<file path="config.mk">
export PLATFORM = sky130hd
export DESIGN_NAME = seqmult_arbiter
export DESIGN_NICKNAME = d
export VERILOG_FILES = /design/src/rtl/seqmult_arbiter.sv
export SDC_FILE = /design/constraint.sdc
export NUM_CORES = 1
export LEC_CHECK = 0
export ABC_CLOCK_PERIOD_IN_PS = 2400
export BUFFER_PORTS_ARGS = -buffer_cell sky130_fd_sc_hd__buf_2
export CELL_PAD_IN_SITES_DETAIL_PLACEMENT = 0
export CELL_PAD_IN_SITES_GLOBAL_PLACEMENT = 1
export CORE_ASPECT_RATIO = 0.75
export CORE_MARGIN = 2
export CORE_UTILIZATION = 32
export CTS_CLUSTER_DIAMETER = 50
export DETAILED_ROUTE_END_ITERATION = 10
export PLACE_DENSITY = 0.77
export SLEW_MARGIN = 15
export SYNTH_ARGS = -nofsm -noshare
export SYNTH_HDL_FRONTEND = slang
export SYNTH_SLANG_ARGS = --single-unit
</file>
<file path="constraint.sdc">
create_clock -name clk -period 2.4 [get_ports clk]
set_input_delay 0.12 -clock clk [delete_from_list [all_inputs] [get_ports clk]]
set_output_delay 0.12 -clock clk [all_outputs]
set_load 0.01 [all_outputs]
</file>
<file path="src/rtl/seqmult_arbiter.sv">
// seqmult_arbiter: round-robin front end for one shared 8x8 sequential multiplier.
// Accepts operand pairs from NREQ requesters, issues one mul_load per job, waits
// for mul_valid and returns the tagged 16-bit product over a single response
// handshake. Only one job is in flight at a time.
// Optional build macro SEQMULT_ARB_TIMEOUT_EN adds a WAIT-state watchdog that
// answers with rsp_err=1 after TIMEOUT cycles without mul_valid.
module seqmult_arbiter #(
    parameter int NREQ    = 4,
    parameter int TIMEOUT = 32,
    localparam int IDW    = $clog2(NREQ)
) (
    input  logic              clk,
    input  logic              reset,
    input  logic [NREQ-1:0]   req_valid,
    input  logic [8*NREQ-1:0] req_a,
    input  logic [8*NREQ-1:0] req_b,
    output logic [NREQ-1:0]   req_ready,
    output logic              rsp_valid,
    input  logic              rsp_ready,
    output logic [IDW-1:0]    rsp_id,
    output logic [15:0]       rsp_prod,
    output logic              rsp_err,
    output logic [7:0]        mul_a,
    output logic [7:0]        mul_b,
    output logic              mul_load,
    input  logic              mul_valid,
    input  logic [15:0]       mul_prod,
    output logic              busy
);

    if (NREQ < 2 || NREQ > 16) begin : g_bad_nreq
        $error("seqmult_arbiter: NREQ must be within 2..16");
    end
    if (TIMEOUT < 2 || TIMEOUT > 255) begin : g_bad_timeout
        $error("seqmult_arbiter: TIMEOUT must be within 2..255");
    end

    typedef enum logic [1:0] {IDLE, ISSUE, WAIT, RESP} state_t;

    state_t          state;
    logic [IDW-1:0]  last_grant;
    logic [IDW-1:0]  cand;
    logic [IDW-1:0]  winner;
    logic            win_found;

`ifdef SEQMULT_ARB_TIMEOUT_EN
    logic [7:0]      wait_cnt;
`endif

    // Round-robin search: first valid requester after last_grant, with wrap-around
    always_comb begin
        cand      = '0;
        winner    = '0;
        win_found = 1'b0;
        for (int unsigned k = 1; k <= NREQ; k++) begin
            cand = IDW'((32'(last_grant) + k) % NREQ);
            if (!win_found && req_valid[cand]) begin
                win_found = 1'b1;
                winner    = cand;
            end
        end
    end

    // One-hot accept, only while idle and out of reset
    always_comb begin
        req_ready = '0;
        if (state == IDLE && win_found && !reset) begin
            req_ready[winner] = 1'b1;
        end
    end

    // Job sequencer: accept -> load pulse -> wait for product -> respond
    always_ff @(posedge clk or posedge reset) begin
        if (reset) begin
            state      <= IDLE;
            last_grant <= IDW'(NREQ - 1);
            rsp_valid  <= 1'b0;
            rsp_id     <= '0;
            rsp_prod   <= '0;
            mul_a      <= '0;
            mul_b      <= '0;
            mul_load   <= 1'b0;
            busy       <= 1'b0;
`ifdef SEQMULT_ARB_TIMEOUT_EN
            rsp_err    <= 1'b0;
            wait_cnt   <= '0;
`endif
        end else begin
            mul_load <= 1'b0;
            case (state)
                IDLE: begin
                    if (win_found) begin
                        mul_a    <= req_a[{winner, 3'b000} +: 8];
                        mul_b    <= req_b[{winner, 3'b000} +: 8];
                        rsp_id   <= winner;
                        mul_load <= 1'b1;
                        busy     <= 1'b1;
                        state    <= ISSUE;
                    end
                end
                ISSUE: begin
`ifdef SEQMULT_ARB_TIMEOUT_EN
                    wait_cnt <= '0;
`endif
                    state <= WAIT;
                end
                WAIT: begin
                    if (mul_valid) begin
                        rsp_prod  <= mul_prod;
                        rsp_valid <= 1'b1;
`ifdef SEQMULT_ARB_TIMEOUT_EN
                        rsp_err   <= 1'b0;
`endif
                        state     <= RESP;
                    end
`ifdef SEQMULT_ARB_TIMEOUT_EN
                    // wait_cnt is the number of WAIT cycles already elapsed
                    else if (wait_cnt == 8'(TIMEOUT - 1)) begin
                        rsp_prod  <= '0;
                        rsp_err   <= 1'b1;
                        rsp_valid <= 1'b1;
                        state     <= RESP;
                    end else begin
                        wait_cnt <= wait_cnt + 8'd1;
                    end
`endif
                end
                RESP: begin
                    if (rsp_ready) begin
                        rsp_valid  <= 1'b0;
                        last_grant <= rsp_id;
                        busy       <= 1'b0;
                        state      <= IDLE;
                    end
                end
                default: state <= IDLE;
            endcase
        end
    end

`ifndef SEQMULT_ARB_TIMEOUT_EN
    assign rsp_err = 1'b0;
`endif

endmodule

</file>
==> flow_summary_export.csv <==
group,metric,value,unit
finish,seqCellArea,1028,um2
synthesis,yosys.cell_types.count,37,
grt,grt_max_degree,37,
die,die_area,8089,um2
synthesis,synth_compound_gate_area_share,19.50,%
die,ios,130,
critical_path,crit_path_end_kind,"output pin",
timing,whs,56.20,ps
pwr,power,3.809,mW
flow_run,cap_violations,0,
finish,multiInputGateArea,1254,um2
clock_tree,cts-root-buf,"clkbuf_8",
critical_path,cpPeakStageDelay,600,ps
clock_tree,clk_latency,290,ps
timing,fin_crit_sh,93.86,%
critical_path,required,2280,ps
timing,fmax,443.9,MHz
clock_tree,ctsLongestPathBuffers,2,
finish,post-route-util,44.88,%
synthesis,synthCells,223,
route,first_pass_iters,4,
clock_tree,cts_tree,"built",
synthesis,synth-warning-count,0,
route,wl,5956,um
timing,grt_setup_unrepaired,"false",
synthesis,synth-main-ff-cell,"dfrtp_1",
synthesis,post_synth_mux_area_share,16.59,%
synthesis,synth-xor-area-share,0,%
pwr,leakage,1.542,nW
finish,n_fill_cell,750,
route,drc_errors,0,
die,fp.coreArea,7229,um2
finish,layout_commonest_cell,"buf_2",
timing,tightest_slew,639.1,ps
synthesis,synthTopCellsByArea,"dfrtp_1, mux2_2, a31oi_2",
synthesis,yosys.area_share.simple,14.31,%
synthesis,synth_top_area_cell,"dfrtp_1",
synthesis,avgSynthCellArea,10.59,um2
critical_path,cp_top_family,"flip-flops",
finish,antennaDiodeCount,0,
synthesis,syn-cell-area,2361,um2
timing,finalSetupTns,0,ps
synthesis,yosysTopAreaCellShare,41.34,%
critical_path,worstPathCellList,"nand2b_4 -> o21ai_0 -> a211oi_4 -> buf_12 -> and4_1 -> buf_2",
timing,slew_viol_final,0,
synthesis,synth_top_family_by_area,"compound AO/OA/AOI/OAI gates",
clock_tree,cts_buffers,5,
synthesis,syn-num-nets,314,
finish,stdcell_area,3244,um2
timing,slew_headroom,57.06,%
critical_path,worst-path-buf-inv,2,
grt,grt_first_pass_wirelength,9466,um
finish,mostFrequentLayoutCells,"buf_2, dfrtp_1, nand2_1, mux2_2, nor2_1",
placed_design,dp_hpwl,4700,um
grt,grt_pass1_vias,2060,
critical_path,crit_arrival,2130,ps
route,vias,2084,
min_path,hp-class,"input port to register",
route,antenna_left,0,
route,wl_per_cell,13.15,um
clock_tree,cts_setup_buffers,0,
finish,final_nets,442,
placed_design,postPlaceCellArea,3136,um2
placed_design,io_buffers,128,
die,rows,27,
synthesis,synth-async-reset-ratio,100.0,%
timing,finClkSkew,4.547,ps
grt,antenna_found_initial,0,
clock_tree,clkSinkCount,41,
synthesis,ys_ff_latch,41,
timing,finalHoldViolCount,0,
route,vias_per_cell,4.600,
die,dieHeight,78.39,um
grt,gr-usage-all-layers,15.04,%
grt,grt_overflow_total,0,
timing,setup_violations,0,
clock_tree,htree_levels,2,
critical_path,critPathKind,"register to output pin",
critical_path,cpMaxStageDelayCell,"dfstp_2",
placed_design,gp_congestion,0.8389,
pwr,ir_worst_vdd,0.3951,mV
finish,layout-drive-gt1-share,56.25,%
critical_path,worst-path-max-fanout,16,
clock_tree,clk_pin_slew_worst_paths,80,ps
synthesis,synth_adder_area_share,1.590,%
die,start_util,32.66,%
critical_path,startpoint_type,"register",
timing,min_period,2253,ps
die,die_width,103.2,um
route,dr.first_iter.drc_count,48,
pwr,p_per_area,1174,nW/um2
synthesis,synth_edf_count,0,
status,outcome,"finished, final reports clean",
synthesis,yosysSeqAreaShare,43.56,%
finish,area_growth_syn_to_layout,37.41,%
per-layer routing:
| metal | track usage (%) | routed length [um] | up-vias |
|---|---|---|---|
| met3 | 5.521 | 584 | 4 |
| met5 | 0 | 0 | - |
| met4 | 3.947 | 42 | 0 |
| met1 | 19.35 | 2822 | 934 |
| met2 | 23.83 | 2505 | 95 |
| li1 | - | - | 1051 |
synthesized netlist by cell type (2+ instances only):
| cell type | number |
|---|---|
| dfrtp_1 | 39 |
| nand2_1 | 34 |
| mux2_2 | 33 |
| nor2_1 | 21 |
| a22oi_1 | 14 |
| a31oi_2 | 14 |
| clkbuf_1 | 7 |
| inv_1 | 5 |
| o21ai_0 | 5 |
| a22o_1 | 4 |
| and2b_1 | 4 |
| a21oi_1 | 3 |
| and3_1 | 3 |
| buf_2 | 3 |
| buf_6 | 3 |
| ha_1 | 3 |
| a31oi_1 | 2 |
| a32oi_1 | 2 |
| dfstp_2 | 2 |
| mux2i_1 | 2 |
| nor2b_1 | 2 |
| nor3_1 | 2 |
| or2b_1 | 2 |
through the flow:
stage | worst slack (ps) | cells
after floorplan | 476.7 | 223
after global placement | 229.2 | 444
after detailed placement | 209.7 | 444
after CTS | 96.39 | 453
after global routing | 25.92 | 453
final | 147.4 | 453
what timing repair did:
item                                    4_1_cts  5_1_grt
hold buffers                                  1        0
resized for setup                             1        0
endpoints found under the setup margin        1        1
pin swaps                                     0        1
endpoints found under the hold margin         8        0
cells by family (layout without fill, tap and decap cells):
group / count (synthesis) / in the layout
compound gates: 51 / 51
fa+ha+maj: 3 / 3
buf+inv: 19 / 148
flops: 41 / 41
mux: 35 / 35
other cells: 1 / 1
simple gates: 73 / 73
sequential cells by signal (all words and copies together) (netlist names):
register,cells
last_grant,2
state,2
rsp_prod,16
mul_load,1
mul_b,8
rsp_id,2
mul_a,8
rsp_valid,1
busy,1
final timing paths:
path | slack, ps | from | to | depth (start not counted)
setup / recovery | 150 | last_grant[0]$_DFFE_PP1P_ | req_ready[2] | 6
hold / removal | 60 | mul_prod[2] | rsp_prod[2]$_DFFE_PP0P_ | 2
setup reg to reg | 260 | last_grant[0]$_DFFE_PP1P_ | mul_a[7]$_DFFE_PP0P_ | 6
hold reg to reg | 500 | rsp_prod[14]$_DFFE_PP0P_ | rsp_prod[14]$_DFFE_PP0P_ | 1
max in group asynchronous | 1500 | reset | rsp_prod[12]$_DFFE_PP0P_ | 4
min in group asynchronous | 350 | reset | rsp_valid$_DFFE_PP0P_ | 3
worst reg2reg max path, cell delays in order (launching register included):
cell,delay [ps]
dfstp_2,600
nand2b_4,170
o21ai_0,140
a211oi_4,410
buf_12,210
mux2_2,360
a31oi_2,170
cell type report:
| type | count | share of cell area [%] |
|---|---|---|
| multi-input cells | 163 | 38.64 |
| flip-flops and latches | 41 | 31.70 |
| repair buffers | 135 | 22.21 |
| well taps | 101 | 3.895 |
| clock buffers | 6 | 2.545 |
| inverters | 5 | 0.5785 |
| clock inverters | 2 | 0.4242 |
where the power goes:
group,switching [mW],total [mW],internal (mW)
sequential,0.221,1.28,1.06
combinational,1.04,2.06,1.02
clock,0.231,0.464,0.233
Note: power is estimated with default switching activity, not from simulation.
